[config.mk]
export PLATFORM = sky130hd
export DESIGN_NAME = serial_tx_engine
export DESIGN_NICKNAME = d
export VERILOG_FILES = /design/src/rtl/uart_pkg.sv /design/src/rtl/uart_bit_timer.sv /design/src/rtl/serial_tx_engine.sv
export SDC_FILE = /design/constraint.sdc
export NUM_CORES = 1
export LEC_CHECK = 0
export BUFFER_PORTS_ARGS = -buffer_cell sky130_fd_sc_hd__buf_2
export CAP_MARGIN = 40
export CORE_MARGIN = 2
export CORE_UTILIZATION = 36
export DETAILED_ROUTE_END_ITERATION = 6
export PLACE_DENSITY_LB_ADDON = 0.08
export SYNTH_ARGS = -nofsm -noshare
export SYNTH_HDL_FRONTEND = slang
export SYNTH_HIERARCHICAL = 1
export SYNTH_SLANG_ARGS = --single-unit
[constraint.sdc]
create_clock -name clk -period 3.7 [get_ports clk]
set_input_delay 0.74 -clock clk [delete_from_list [all_inputs] [get_ports clk]]
set_output_delay 0.74 -clock clk [all_outputs]
set_load 0.005 [all_outputs]
[src/rtl/uart_pkg.sv]
// Shared UART definitions: state encoding, idle line level and data width.
// Used by both the transmitter and the future receiver.
package uart_pkg;

  typedef enum logic [2:0] {
    ST_IDLE   = 3'd0,
    ST_START  = 3'd1,
    ST_DATA   = 3'd2,
    ST_PARITY = 3'd3,
    ST_STOP   = 3'd4
  } uart_state_t;

  localparam logic UART_IDLE_LVL  = 1'b1;
  localparam int   UART_DATA_BITS = 8;

endpackage

[src/rtl/uart_bit_timer.sv]
// Bit-period timer: counts 0..CLK_PER_BIT-1 while clr is low and pulses tick
// on the wrap cycle. Held at zero while clr is high. Shared by TX and RX.
module uart_bit_timer #(
  parameter int CLK_PER_BIT = 50,
  parameter int CTR_W       = $clog2(CLK_PER_BIT)
) (
  input  logic clk,
  input  logic rst,
  input  logic clr,
  output logic tick
);

  localparam logic [CTR_W-1:0] CNT_MAX = CTR_W'(CLK_PER_BIT - 1);

  logic [CTR_W-1:0] cnt_q;
  logic [CTR_W-1:0] cnt_d;

  // Next count: clear, wrap with tick, or increment.
  always_comb begin
    cnt_d = cnt_q;
    tick  = 1'b0;
    if (clr) begin
      cnt_d = '0;
    end else if (cnt_q == CNT_MAX) begin
      cnt_d = '0;
      tick  = 1'b1;
    end else begin
      cnt_d = cnt_q + 1'b1;
    end
  end

  // Counter register.
  always_ff @(posedge clk or posedge rst) begin
    if (rst) cnt_q <= '0;
    else     cnt_q <= cnt_d;
  end

endmodule

[src/rtl/serial_tx_engine.sv]
// UART transmitter, 8N1, LSB first. Accepts a byte on the new_tx_data strobe
// when idle and not blocked, and serializes it onto a registered tx line.
// Optional build macro UART_TX_PARITY_EN adds an even-parity bit before stop.
module serial_tx_engine
  import uart_pkg::*;
#(
  parameter int CLK_PER_BIT = 50,
  parameter int CTR_W       = $clog2(CLK_PER_BIT)
) (
  input  logic       clk,
  input  logic       rst,
  input  logic [7:0] tx_data,
  input  logic       new_tx_data,
  input  logic       block,
  output logic       tx_busy,
  output logic       tx
);

  localparam logic [2:0] LAST_BIT = 3'(UART_DATA_BITS - 1);

  uart_state_t state_q, state_d;
  logic [7:0]  shift_q, shift_d;
  logic [2:0]  bit_idx_q, bit_idx_d;
  logic        tx_q, tx_d;
  logic        busy_q, busy_d;
  logic        block_q, block_d;
  logic        accept;
  logic        tick;
  logic        timer_clr;
`ifdef UART_TX_PARITY_EN
  logic        parity_q, parity_d;
`endif

  // The timer runs only while a frame is in flight, so every bit starts at count 0.
  assign timer_clr = (state_q == ST_IDLE);

  uart_bit_timer #(
    .CLK_PER_BIT (CLK_PER_BIT),
    .CTR_W       (CTR_W)
  ) u_bit_timer (
    .clk  (clk),
    .rst  (rst),
    .clr  (timer_clr),
    .tick (tick)
  );

  // Next-state, shift register, bit index and registered line level.
  always_comb begin
    state_d   = state_q;
    shift_d   = shift_q;
    bit_idx_d = bit_idx_q;
    block_d   = block;
    tx_d      = UART_IDLE_LVL;
    // block_q gates the accept, so a strobe in the cycle block rises still goes through.
    accept    = (state_q == ST_IDLE) && !busy_q && !block_q && new_tx_data;
`ifdef UART_TX_PARITY_EN
    parity_d  = accept ? ^tx_data : parity_q;
`endif

    case (state_q)
      ST_IDLE: begin
        if (accept) begin
          state_d   = ST_START;
          shift_d   = tx_data;
          bit_idx_d = '0;
        end
      end
      ST_START: begin
        if (tick) state_d = ST_DATA;
      end
      ST_DATA: begin
        if (tick) begin
          if (bit_idx_q == LAST_BIT) begin
`ifdef UART_TX_PARITY_EN
            state_d = ST_PARITY;
`else
            state_d = ST_STOP;
`endif
          end else begin
            bit_idx_d = bit_idx_q + 3'd1;
            shift_d   = shift_q >> 1;
          end
        end
      end
`ifdef UART_TX_PARITY_EN
      ST_PARITY: begin
        if (tick) state_d = ST_STOP;
      end
`endif
      ST_STOP: begin
        if (tick) state_d = ST_IDLE;
      end
      default: state_d = ST_IDLE;
    endcase

    // tx is registered from the level of the state being entered.
    case (state_d)
      ST_START:  tx_d = 1'b0;
      ST_DATA:   tx_d = shift_d[0];
`ifdef UART_TX_PARITY_EN
      ST_PARITY: tx_d = parity_q;
`endif
      default:   tx_d = UART_IDLE_LVL;
    endcase

    // Busy rises with block_q, i.e. one cycle after block.
    busy_d = (state_d != ST_IDLE) | block_d;
  end

  // Control and datapath registers, all cleared by the async reset.
  always_ff @(posedge clk or posedge rst) begin
    if (rst) begin
      state_q   <= ST_IDLE;
      shift_q   <= '0;
      bit_idx_q <= '0;
      tx_q      <= UART_IDLE_LVL;
      busy_q    <= 1'b0;
      block_q   <= 1'b0;
    end else begin
      state_q   <= state_d;
      shift_q   <= shift_d;
      bit_idx_q <= bit_idx_d;
      tx_q      <= tx_d;
      busy_q    <= busy_d;
      block_q   <= block_d;
    end
  end

`ifdef UART_TX_PARITY_EN
  // Parity of the accepted byte, captured before the shift register consumes it.
  always_ff @(posedge clk or posedge rst) begin
    if (rst) parity_q <= 1'b0;
    else     parity_q <= parity_d;
  end
`endif

  assign tx      = tx_q;
  assign tx_busy = busy_q;

endmodule

==> impl_metrics.ini <==
[status]
outcome = finished, final reports clean

[sta]
finalCriticalPeriod_ns = 2.31
hold_violations = 0
report.final.slew_viol_count = 0
fin_tns_setup_ns = 0
relSlewSlack_pct = 37.1
fin_crit_sh_pct = 62.5
finalSetupViolCount = 0
worst_pin_slew_ns = 0.943
finClkSkew_ns = 0.0105
fmax_mhz = 433
grt_setup_unrepaired = no

[final_layout]
diodes = 0
post_layout_nonfiller_instances = 144
area_growth_pct = 10.6
nets = 130
multi_input_area_um2 = 443
design_area_um2 = 1160
fillers = 270
drive_gt1_share_pct = 21.2
regArea_um2 = 577

[worst_setup_path]
crit_buf_inv = 0
crit_top_cell = nand2_1
end_kind = flop
cp_slowest_stage_delay_ns = 0.72
cp_max_fo = 13
crit_slowest_cell = a22oi_1
arrival_ns = 2.55
worstSetupStartpointType = flop
path_delay_family = compound AO/OA/AOI/OAI gates
crit_chain = ha_1 > and4bb_1 > nand2_1 > nor2_1 > nor2b_1 > a22oi_1 > nand2_1 > a31oi_1
critPathKind = flop to flop
critical_path_required_ns = 3.94

[clock_tree]
post_cts_buffers = 0
cts_root_buffer = clkbuf_4
clockBufferDepth = 2
clkTransAtPathRegs_ns = 0.13
clock_sinks = 23
numCtsBuffers = 3
cts_resized = 0
clk_latency_ns = 0.31
cts_max_level = 1
ctsHoldBuffers = 0
cts_tree = done

[detailed_routing]
drtIter0Drc = 14
remaining_drc_errors = 0
firstDrtPassIters = 4
ant_nets = 0
detail_route.vias_per_cell = 5.10
wl_per_cell_um = 12.8
drt_wl_total_mm = 1.84
via_count = 735

[power]
clkPwrFrac_pct = 19.3
switchingPower_uw = 180
power_density_nw_per_um2 = 508
p_seq_share_pct = 59.3
leakage_uw = 0.000567
ir_worst_vdd_mv = 0.225
netSwitchingFraction_pct = 30.4
pwr-share-comb_pct = 21.4
power.internal_uw = 411

[logic_synthesis]
syn_avg_cell_area_um2 = 10.6
synth.cell_area_um2 = 1050
async_flop_share_pct = 100
synth-edff-count = 0
synth_nets = 115
synth_warnings = 6
yosys.area.top_type_share_pct = 52.4
ys_seq_area_share_pct = 54.9
synthTopCellsByCount = dfrtp_1, nand2_1, a22oi_1, nor2_1, ha_1
syn_inst = 99
synth.area.top_cells = dfrtp_1, nand2_1, a22oi_1, ha_1, dfstp_2
ys_seq_elements = 23
yosys.area.top_type = dfrtp_1
ys_dominant_reg_cell = dfrtp_1
synth_cell_types = 33

[die]
die_w_um = 58.0
fp.coreArea_um2 = 2760
initial_core_util_pct = 38.1
die-area_um2 = 3370
rows = 19
die_h_um = 58.0
io_pins = 14

[global_routing]
overflow = 0
grt_first_pass_wirelength_mm = 3.30
grt_usage_pct = 12.8
first_global_vias = 731
antenna_found_initial = 0
grt_max_degree = 18

[placement]
hpwl_mm = 1.34
placed_cells = 140
io_buffer_count = 13
place_area_um2 = 1130
routabilityCongestion = 0.680

[run]
max-cap-violations = 0

[min_path]
min_path_type = input pin to async pin
-- flip-flops by register name (all words and copies together) (netlist names) --
name,count
block_q,1
tx_busy,1
state_q,3
shift_q,8
bit_idx_q,3
tx,1
u_bit_timer/cnt_q,6
-- final timing paths --
check / slack, ns / end / cells after the start / startpoint
worst min-delay path: 0.33 / u_bit_timer/cnt_q[0] / 2 / rst
worst min register to register: 0.49 / shift_q[3] / 2 / shift_q[3]
worst max-delay path: 1.39 / tx / 8 / u_bit_timer/cnt_q[0]
worst max register to register: 1.39 / tx / 8 / u_bit_timer/cnt_q[0]
min in group clk: 0.49 / shift_q[3] / 2 / shift_q[3]
max in group asynchronous: 2.75 / state_q[2] / 2 / rst
-- worst reg2reg max path, delay by kind of cell (launching register included) --
family	cells	cell delay [ns]
AO/OA/AOI/OAI	2	0.93
adder cells (fa/ha/maj)	1	0.21
flip-flops	1	0.44
AND/OR/NAND/NOR	5	0.67
-- cell usage in the layout (no fill, tap or decap), types with 3 or more instances in the layout --
cell       n
nand2_1   22
dfrtp_1   22
buf_2     13
a22oi_1    8
nor2_1     7
ha_1       4
inv_1      3
clkbuf_4   3
-- logic make-up (layout without fill, tap and decap cells) --
kind of cell / after synthesis / after routing / share of synthesized area (%)
mux: 1 / 1 / 1.07
flops: 23 / 23 / 54.9
xor+xnor: 3 / 3 / 2.50
compound gates: 17 / 17 / 11.1
simple gates: 45 / 45 / 22.7
buf+inv: 6 / 20 / 2.98
fa+ha+maj: 4 / 4 / 4.76
-- layer usage --
metal / routed length [um] / GRT usage, % / vias up
met5: 0 / 0 / -
met4: 13 / 5.98 / 0
met3: 80 / 2.46 / 2
met2: 760 / 17.5 / 14
met1: 981 / 19.4 / 352
li1: - / - / 367
-- power groups by stage --
stage	Clock, uW	Sequential (uW)	Combinational, uW
floorplan	0	348	94.8
global placement	0	355	130
detailed placement	0	355	129
CTS	121	351	130
global route	133	359	147
finish	114	350	126
-- final cells by class --
cell class | count | share of cell area [%]
clock buffers | 3 | 1.94
well taps | 31 | 3.34
clock inverters | 1 | 0.431
multi-input cells | 70 | 38.1
inverters | 3 | 0.969
flip-flops and latches | 23 | 49.6
repair buffers | 13 | 5.60
-- per-stage QoR --
| stage | setup WS [ns] | utilization [%] | power [uW] | hold slack [ns] |
|---|---|---|---|---|
| after detailed placement | 1.35 | 41.2 | 484 | 0.463 |
| after CTS | 1.32 | 42.2 | 602 | 0.325 |
| after global routing | 1.15 | 42.2 | 638 | 0.317 |
| after global placement | 1.44 | 41.2 | 485 | 0.468 |
| after floorplan | 1.72 | - | 443 | 0.440 |
| final | 1.39 | 42.2 | 591 | 0.335 |
No activity file was read; power rests on OpenSTA's default activity.
